$ cat src/rtl/sha_pkg.sv
// rtl/sha_pkg.sv - shared SHA-256 types, constants, FSM encoding and pass-2 padding
// Purpose: common definitions for the nonce scheduler and its core interface.
// Ports: none (package).
package sha_pkg;

    typedef logic [0:255] digest_t;
    typedef logic [0:255] chain_t;
    typedef logic [0:511] block_t;

    localparam chain_t SHA256_IV =
        256'h6a09e667_bb67ae85_3c6ef372_a54ff53a_510e527f_9b05688c_1f83d9ab_5be0cd19;

    typedef enum logic [3:0] {
        S_IDLE,
        S_P1_ISSUE,
        S_P1_WAIT,
        S_P2_ISSUE,
        S_P2_WAIT,
        S_CHECK,
        S_FOUND,
        S_DONE,
        S_FAULT
    } sched_state_e;

    // Second pass hashes the 256-bit first digest as a single padded block:
    // digest, a '1' marker bit, zero fill, and the 64-bit message length (256).
    function automatic block_t pass2_block(input digest_t d);
        return {d, 1'b1, 191'b0, 64'd256};
    endfunction

endpackage

$ cat src/rtl/nonce_scheduler_if.sv
// rtl/nonce_scheduler_if.sv - handshake bundle between the scheduler and the compression core
// Purpose: groups the core launch/result signals.
// Signals: core_start (launch pulse), core_state (chaining input), core_block (message block),
//          core_done (completion pulse), core_digest (result, valid with core_done).
// Modports: master = scheduler side, slave = compression core side.
interface nonce_scheduler_if;
    import sha_pkg::*;

    logic    core_start;
    chain_t  core_state;
    block_t  core_block;
    logic    core_done;
    digest_t core_digest;

    modport master (
        output core_start,
        output core_state,
        output core_block,
        input  core_done,
        input  core_digest
    );

    modport slave (
        input  core_start,
        input  core_state,
        input  core_block,
        output core_done,
        output core_digest
    );

endinterface

$ cat src/rtl/nonce_hit_check.sv
// rtl/nonce_hit_check.sv - combinational zero-bit target compare on a final digest
// Purpose: flags a hit when the last ZERO_BITS digest bits (indices 256-ZERO_BITS..255) are all 0.
// Ports: digest (in, pass-2 digest), hit (out, 1 = target met). ZERO_BITS = 0 always hits.
module nonce_hit_check
    import sha_pkg::*;
#(
    parameter int ZERO_BITS = 16
) (
    input  digest_t digest,
    output logic    hit
);

    // Loop form keeps ZERO_BITS = 0 legal without a zero-width slice.
    always_comb begin
        hit = 1'b1;
        for (int i = 0; i < 256; i++) begin
            if ((i >= 256 - ZERO_BITS) && digest[i]) begin
                hit = 1'b0;
            end
        end
    end

endmodule

$ cat src/rtl/nonce_scheduler.sv
// rtl/nonce_scheduler.sv - double-SHA-256 nonce search sequencer for one shared compression core
// Purpose: per nonce, runs pass 1 (midstate, block2 with nonce inserted) then pass 2
//          (IV, padded pass-1 digest) and compares the pass-2 digest against the zero-bit target.
// Ports: clk, rst (async, active-high); start/abort pulses; midstate, block2, nonce_start,
//        nonce_end (sampled on accepted start); core (master side of the core handshake);
//        busy, found, golden_nonce, exhausted, error, hash_count, led status outputs.
module nonce_scheduler
    import sha_pkg::*;
#(
    parameter int ZERO_BITS   = 16,
    parameter int TIMEOUT_CYC = 1024,
    parameter int NONCE_LSB   = 96
) (
    input  logic                     clk,
    input  logic                     rst,
    input  logic                     start,
    input  logic                     abort,
    input  chain_t                   midstate,
    input  block_t                   block2,
    input  logic [31:0]              nonce_start,
    input  logic [31:0]              nonce_end,
    nonce_scheduler_if.master        core,
    output logic                     busy,
    output logic                     found,
    output logic [31:0]              golden_nonce,
    output logic                     exhausted,
    output logic                     error,
    output logic [31:0]              hash_count,
    output logic                     led
);

    sched_state_e state;
    sched_state_e next_state;

    chain_t      midstate_q;
    block_t      block2_q;
    digest_t     digest2;
    logic [31:0] nonce;
    logic [31:0] nonce_end_q;
    logic [31:0] wait_cnt;

    logic        accept_start;
    logic        in_wait;
    logic        timeout;
    logic        hit;
    logic [31:0] p1_nonce;
    chain_t      p1_state;
    block_t      p1_block;

    function automatic block_t insert_nonce(input block_t blk, input logic [31:0] n);
        block_t b;
        b = blk;
        b[NONCE_LSB +: 32] = n;
        return b;
    endfunction

    nonce_hit_check #(
        .ZERO_BITS (ZERO_BITS)
    ) u_hit_check (
        .digest (digest2),
        .hit    (hit)
    );

    assign busy            = !(state inside {S_IDLE, S_FOUND, S_DONE, S_FAULT});
    assign accept_start    = start && !busy;
    assign in_wait         = (state == S_P1_WAIT) || (state == S_P2_WAIT);
    assign core.core_start = (state == S_P1_ISSUE) || (state == S_P2_ISSUE);

    // wait_cnt holds the number of cycles since the core_start cycle, so the
    // FAULT state (and error) appears exactly TIMEOUT_CYC cycles after core_start.
    assign timeout = in_wait && !core.core_done && (wait_cnt == 32'(TIMEOUT_CYC - 1));

    // Pass-1 operands: straight from the ports on the launching start, from the
    // latched copies when advancing to the next nonce.
    assign p1_nonce = accept_start ? nonce_start : nonce + 32'd1;
    assign p1_state = accept_start ? midstate    : midstate_q;
    assign p1_block = accept_start ? block2      : block2_q;

    always_ff @(posedge clk or posedge rst) begin
        if (rst) begin
            state <= S_IDLE;
        end else begin
            state <= next_state;
        end
    end

    always_comb begin
        next_state = state;
        unique case (state)
            S_IDLE, S_FOUND, S_DONE, S_FAULT: begin
                if (start) begin
                    next_state = S_P1_ISSUE;
                end
            end
            S_P1_ISSUE: next_state = S_P1_WAIT;
            S_P1_WAIT: begin
                if (core.core_done) begin
                    next_state = S_P2_ISSUE;
                end else if (timeout) begin
                    next_state = S_FAULT;
                end
            end
            S_P2_ISSUE: next_state = S_P2_WAIT;
            S_P2_WAIT: begin
                if (core.core_done) begin
                    next_state = S_CHECK;
                end else if (timeout) begin
                    next_state = S_FAULT;
                end
            end
            S_CHECK: begin
                if (hit) begin
                    next_state = S_FOUND;
                end else if (nonce == nonce_end_q) begin
                    next_state = S_DONE;
                end else begin
                    next_state = S_P1_ISSUE;
                end
            end
            default: next_state = S_IDLE;
        endcase
        // abort overrides every outcome, including a coincident core_done.
        if (busy && abort) begin
            next_state = S_IDLE;
        end
    end

    always_ff @(posedge clk or posedge rst) begin
        if (rst) begin
            midstate_q      <= '0;
            block2_q        <= '0;
            nonce_end_q     <= '0;
            nonce           <= '0;
            digest2         <= '0;
            wait_cnt        <= '0;
            core.core_state <= '0;
            core.core_block <= '0;
            found           <= 1'b0;
            golden_nonce    <= '0;
            exhausted       <= 1'b0;
            error           <= 1'b0;
            hash_count      <= '0;
            led             <= 1'b0;
        end else begin
            led <= found;

            if (accept_start) begin
                found       <= 1'b0;
                exhausted   <= 1'b0;
                error       <= 1'b0;
                hash_count  <= '0;
                midstate_q  <= midstate;
                block2_q    <= block2;
                nonce_end_q <= nonce_end;
            end

            // Core operands are loaded on entry to an ISSUE state and then held
            // untouched until the matching core_done.
            if (next_state == S_P1_ISSUE) begin
                nonce           <= p1_nonce;
                core.core_state <= p1_state;
                core.core_block <= insert_nonce(p1_block, p1_nonce);
            end

            // The pass-1 digest lives only inside the pass-2 block register.
            if (state == S_P1_WAIT && next_state == S_P2_ISSUE) begin
                core.core_state <= SHA256_IV;
                core.core_block <= pass2_block(core.core_digest);
            end

            if (state == S_P2_WAIT && next_state == S_CHECK) begin
                digest2    <= core.core_digest;
                hash_count <= hash_count + 32'd1;
            end

            if (state == S_CHECK && next_state == S_FOUND) begin
                golden_nonce <= nonce;
                found        <= 1'b1;
            end

            if (state == S_CHECK && next_state == S_DONE) begin
                exhausted <= 1'b1;
            end

            if (in_wait && next_state == S_FAULT) begin
                error <= 1'b1;
            end

            if (core.core_start) begin
                wait_cnt <= 32'd1;
            end else if (in_wait) begin
                wait_cnt <= wait_cnt + 32'd1;
            end
        end
    end

endmodule
$ cat src/flat_wrapper.sv
// flat-port wrapper written by rule: the top's interface ports become plain ports
module nonce_scheduler_flat import sha_pkg::*;
#(
    parameter int ZERO_BITS   = 16,
    parameter int TIMEOUT_CYC = 1024,
    parameter int NONCE_LSB   = 96
)
  (clk, rst, start, abort, midstate, block2, nonce_start, nonce_end, busy, found, golden_nonce, exhausted, error, hash_count, led, core_core_start, core_core_state, core_core_block, core_core_done, core_core_digest);
  nonce_scheduler_if core_i ();
  input  logic clk;
  input  logic rst;
  input  logic start;
  input  logic abort;
  input  chain_t midstate;
  input  block_t block2;
  input  logic [31:0] nonce_start;
  input  logic [31:0] nonce_end;
  output logic busy;
  output logic found;
  output logic [31:0] golden_nonce;
  output logic exhausted;
  output logic error;
  output logic [31:0] hash_count;
  output logic led;
  output wire logic [$bits(core_i.core_start)-1:0] core_core_start;
  output wire logic [$bits(core_i.core_state)-1:0] core_core_state;
  output wire logic [$bits(core_i.core_block)-1:0] core_core_block;
  input wire logic [$bits(core_i.core_done)-1:0] core_core_done;
  input wire logic [$bits(core_i.core_digest)-1:0] core_core_digest;
  assign core_core_start = core_i.core_start;
  assign core_core_state = core_i.core_state;
  assign core_core_block = core_i.core_block;
  assign core_i.core_done = core_core_done;
  assign core_i.core_digest = core_core_digest;
  nonce_scheduler #(.ZERO_BITS(ZERO_BITS), .TIMEOUT_CYC(TIMEOUT_CYC), .NONCE_LSB(NONCE_LSB)) u_core (.clk(clk), .rst(rst), .start(start), .abort(abort), .midstate(midstate), .block2(block2), .nonce_start(nonce_start), .nonce_end(nonce_end), .core(core_i), .busy(busy), .found(found), .golden_nonce(golden_nonce), .exhausted(exhausted), .error(error), .hash_count(hash_count), .led(led));
endmodule
$ cat config.mk
export PLATFORM = sky130hd
export DESIGN_NAME = nonce_scheduler_flat
export DESIGN_NICKNAME = d
export VERILOG_FILES = /design/src/rtl/sha_pkg.sv /design/src/rtl/nonce_scheduler_if.sv /design/src/rtl/nonce_hit_check.sv /design/src/rtl/nonce_scheduler.sv /design/src/flat_wrapper.sv
export SDC_FILE = /design/constraint.sdc
export NUM_CORES = 2
export LEC_CHECK = 0
export ABC_AREA = 1
export BUFFER_PORTS_ARGS = -buffer_cell sky130_fd_sc_hd__buf_2
export CORE_AREA = 2 2 752 754
export DETAILED_ROUTE_END_ITERATION = 6
export DIE_AREA = 0 0 754 756
export HOLD_SLACK_MARGIN = 0.03
export SYNTH_ARGS = -nofsm -noshare
export SYNTH_HDL_FRONTEND = slang
export SYNTH_HIERARCHICAL = 1
export SYNTH_SLANG_ARGS = --single-unit
$ cat constraint.sdc
create_clock -name clk -period 56.1 [get_ports clk]
set_input_delay 2.805 -clock clk [delete_from_list [all_inputs] [get_ports clk]]
set_output_delay 2.805 -clock clk [all_outputs]
set_load 0.02 [all_outputs]
# Word-level counts from Yosys, hierarchy flattened
# Index checks and enable logic that the tools add are counted.
[op_classes] muxes=39 addsub=3 n_eq_ne=16 reduce_logical=22
[op_table] op="512-bit two-way mux" n=3
[op_table] op="256-bit two-way mux" n=3
[op_table] op="32-bit two-way mux" n=5
[op_table] op="32-bit by 1-bit adder with 32-bit output, second input constant" n=3
[op_table] op="32-bit by 10-bit == test with 1-bit output, second input constant" n=1
[op_table] op="32-bit == test" n=1
[op_table] op="4-bit by 3-bit == test with 1-bit output, second input constant" n=7
[op_table] op="4-bit two-way mux" n=6
[op_table] op="4-bit case mux with 6 select lines" n=1
[op_table] op="1-bit two-way mux" n=20
[op_table] op="4-bit by 2-bit == test with 1-bit output, second input constant" n=3
[op_table] op="2-bit nonzero test" n=6
[op_table] op="1-bit logical AND" n=9
[op_table] op="4-bit by 1-bit == test with 1-bit output, second input constant" n=2
[op_table] op="4-bit == test, second input constant" n=2
[op_table] op="4-bit logical NOT" n=1
[op_table] op="4-bit nonzero test" n=1
[op_table] op="4-bit OR reduction" n=1
[op_table] op="3-bit two-way mux" n=1
[op_table] op="1-bit logical NOT" n=2
[op_table] op="1-bit logical OR" n=2
[word_totals] inputBits=1093 register_bits=1720 out_inout_bits=838

# Logic depth before layout (Yosys ltp)
[depth] depth_word=22 mapped_depth=19 mapped_depth_nobuf=16

# Cells and area by module
# Netlist, hierarchy kept.
[modules_own_cells] mod="nonce_scheduler" area_each_um2=80592.3 cells_each=9569 seq_area_each_um2=48246.3 instances=1
[modules_own_cells] mod="nonce_hit_check" area_each_um2=103.8 cells_each=27 seq_area_each_um2=0.0 instances=1

# Worst setup path after synthesis
# Ideal clock, no wire load.
[synth_path] path_type="in2reg" from="in core_core_done" to="reg u_core.core.core_block[250]" setup_time_ns=0.132 slack_ns=51.858 arrival_time_ns=4.110 n_path_buf=3 stages=13 required_time_ns=55.968 path_cell_list="a21oi_1 nand3b_1 nand2_1 nand2_1 nand2_1 nand3_1 nand2_2 nand3_2 buf_6 buf_2 buf_2 nand2_1 o21ai_0"
[synth_between] elab_chain_cells=10 word_cells_on_any_way=13 classes_between="eq/ne (2); mux (6); reduce/logical (5)"
[synth_rtl] element="start: declaration" line_no="flat_wrapper.sv:28" rtl="input wire logic [$bits(core_i.core_done)-1:0] core_core_done;"
[synth_rtl] element="1-bit logical NOT" line_no="nonce_scheduler.sv:71" rtl="assign timeout = in_wait && !core.core_done && (wait_cnt == 32'(TIMEOUT_CYC - 1));"
[synth_rtl] element="1-bit logical AND (2 in series)" line_no="nonce_scheduler.sv:71"
[synth_rtl] element="4-bit two-way mux" line_no="nonce_scheduler.sv:99, nonce_scheduler.sv:107"
[synth_rtl] element="4-bit two-way mux (on tied branches)" line_no="nonce_scheduler.sv:105, nonce_scheduler.sv:97"
[synth_rtl] element="4-bit case mux with 6 select lines *" line_no="nonce_scheduler.sv:89" rtl="unique case (state)"
[synth_rtl] element="4-bit two-way mux *" line_no="nonce_scheduler.sv:123" rtl="if (busy && abort) begin"
[synth_rtl] element="4-bit by 2-bit == test with 1-bit output" line_no="nonce_scheduler.sv:166" rtl="if (state == S_P1_WAIT && next_state == S_P2_ISSUE) begin"
[synth_rtl] element="1-bit logical AND" line_no="nonce_scheduler.sv:166"
[synth_rtl] element="512-bit two-way mux / 2-bit nonzero test (equally long branches)"
[synth_rtl] element="end signal: assignment" line_no="nonce_scheduler.sv:162" rtl="core.core_block <= insert_nonce(p1_block, p1_nonce);"
[synth_rtl] element="end signal: assignment" line_no="nonce_scheduler.sv:168" rtl="core.core_block <= pass2_block(core.core_digest);"
[synth_rtl] element="end: declaration" line_no="nonce_scheduler_if.sv:18" rtl="output core_block,"
# Mark *: on every way between the ends. The rest lies on a longest branch, timed or not.
# A chain may end at the register's enable or synchronous reset.

==> impl_metrics.toml <==
[critical_path]
crit_cells = 11
rrSetupSlack_ns = 47.60
required_ns = 56.97
startpoint = "rst"
startpoint_type = "input port"
critPathTopFamily = "buffers and inverters"
timing.critical_path.buf_inv = 11
r2r-end = "u_core/core.core_block[132]"
r2r_start = "u_core/nonce[14]"
r2r_cells = 20
cp_max_fo = 93
crit_type = "in2async"
critPathArrivalTime_ns = 10.45
cp-endpoint = "u_core/midstate_q[86]"
crit_chain = "buf_2, inv_8, buf_4, buf_4, buf_4, buf_4, buf_4, buf_4, buf_4, buf_4, buf_4"
worst_path_max_delay_cell = "buf_4"
crit_path_frequent_cell = "buf_4"
slowest_delay_ns = 0.85
crit_path_end_kind = "async pin"

[synthesis]
avgSynthCellArea_um2 = 8.20
ys_warn_count = 6
syn_inst = 8826
syn_nets = 9922
netlist_area_mm2 = 0.0723

[floorplan]
core_mm2 = 0.563
row_count = 276
die_x_um = 754
die_area_mm2 = 0.570
initial_core_util_pct = 12.9
die_h_um = 756
io-pin-count = 1931

[global_route]
antenna_found_initial = 328
globalRouteTotalUtil_pct = 14.8
grt_start_max_net_pins = 253
grt_pass1_vias = 63600
grt_pass1_wl_um = 576000
overflow = 0

[detailed_routing]
antenna_left = 0
drc = 0
via_per_inst = 3.62
routed_wirelength_um = 439000
drt-wirelength-per-cell_um = 23.8
first_pass_iters = 7
via_count = 66900
drt-initial-drc-count = 5950

[final_layout]
seq_area_mm2 = 0.0422
multiInputGateArea_mm2 = 0.0243
layout-drive-gt1-share_pct = 22.5
area_growth_syn_to_layout_pct = 35.0
nNetsFinal = 11600
final_common_cell = "nand2_1"
fill_cells = 63900
final_cell_mix = "3,856 x nand2_1, 1,898 x buf_2, 1,688 x dfrtp_1"

[clocking]
insertion_delay_ns = 0.96
numCtsBuffers = 207
path_clk_slew_ns = 0.06
clock_sinks = 1688
cts_tree = "built"
clockBufferDepth = 4
clock-root-buffer = "clkbuf_16"
htree_levels = 4
cts_resized = 0
post-cts-setup-buffer-count = 0
ctsHoldBuffers = 0

[outcome]
status = "complete, no violations"

[hold_path]
holdCritPathClass = "reg2reg"

[timing]
rsz0062_at_grt = "false"
setup_violations = 0
holdWs_ns = 0.462
worstMarginPinSlew_ns = 1.24
fin_skew_ns = 0.0982
drv_slew = 0
max_clock_freq_mhz = 104
finalHoldViolations = 0
min_period_over_period_pct = 17.1
max_slew_margin_pct = 16.4
period_minus_slack_ns = 9.58
setup_tns_ns = 0

[pwr]
power_leakage_nw = 50.2
p_clk_share_pct = 22.1
sw_frac_of_total_pct = 47.8
powerDensity_mw_per_mm2 = 67.4
internal-power_mw = 3.43
irDropWorstVdd_v = 0.0000830
power_frac_seq_pct = 30.8
p_switching_mw = 3.15
combPwrFrac_pct = 47.0

[placed_design]
routabilityCongestion = 1.05
port_buffers = 1898
hpwlAfterDp_um = 356000

[job]
maxCapViolations = 0
-- stage by stage --
stage	area, µm²	utilization (%)	power [mW]	setup WS, ns	instances
after floorplan	72300	-	3.93	5.65	8826
after global placement	89700	16.0	5.13	45.27	17800
after detailed placement	89700	16.0	5.17	45.26	17800
after CTS	97000	17.2	6.67	46.30	18200
after global routing	97400	17.3	7.06	45.49	18300
final	97700	17.4	6.58	46.52	18500
-- worst min path at each step --
stage | start | end | slack (ns) | cells past startpoint
2_1_floorplan | u_core/block2_q[0] | u_core/block2_q[0] | 0.44 | 2
3_3_place_gp | u_core/found | u_core/led | 0.44 | 0
3_5_place_dp | u_core/block2_q[278] | u_core/block2_q[278] | 0.45 | 2
4_1_cts | u_core/block2_q[444] | u_core/block2_q[444] | 0.47 | 2
5_1_grt | u_core/found | u_core/led | 0.47 | 0
6_report | u_core/found | u_core/led | 0.46 | 0
-- state kept, by name (all words and copies together), names as in the netlist --
| signal | cells |
|---|---|
| u_core/core.core_block | 512 |
| u_core/block2_q | 480 |
| u_core/core.core_state | 256 |
| u_core/midstate_q | 256 |
| u_core/golden_nonce | 32 |
| u_core/hash_count | 32 |
| u_core/nonce | 32 |
| u_core/nonce_end_q | 32 |
| u_core/wait_cnt | 32 |
| u_core/digest2 | 16 |
| u_core/state | 4 |
| u_core/error | 1 |
| u_core/exhausted | 1 |
| u_core/found | 1 |
| u_core/led | 1 |
-- power groups by stage --
stage	registers [mW]	logic, mW	clock network, mW
final	2.03	3.09	1.46
after global routing	2.09	3.43	1.55
after CTS	2.03	3.14	1.51
after detailed placement	2.04	3.13	0
after global placement	2.03	3.10	0
after floorplan	2.32	1.60	0
-- per-layer routing --
layer	global-route usage [%]	up-vias	share of wire, %	wire, µm
li1	-	30900	-	-
met4	7.08	224	5.5	24100
met2	22.6	2916	44	192000
met3	8.29	846	14	59500
met1	16.5	32000	37	162000
met5	0.438	-	0.34	1490
-- cell type report --
cell class	instances	share of cell area [%]
sequential	1688	43.2
multi-input combinational	5719	24.9
timing repair buffer	1992	10.6
tap	7506	9.61
clock buffer	280	5.95
inverter	906	3.50
clock inverter	96	1.47
antenna	279	0.715
No activity file was read; power rests on OpenSTA's default activity.
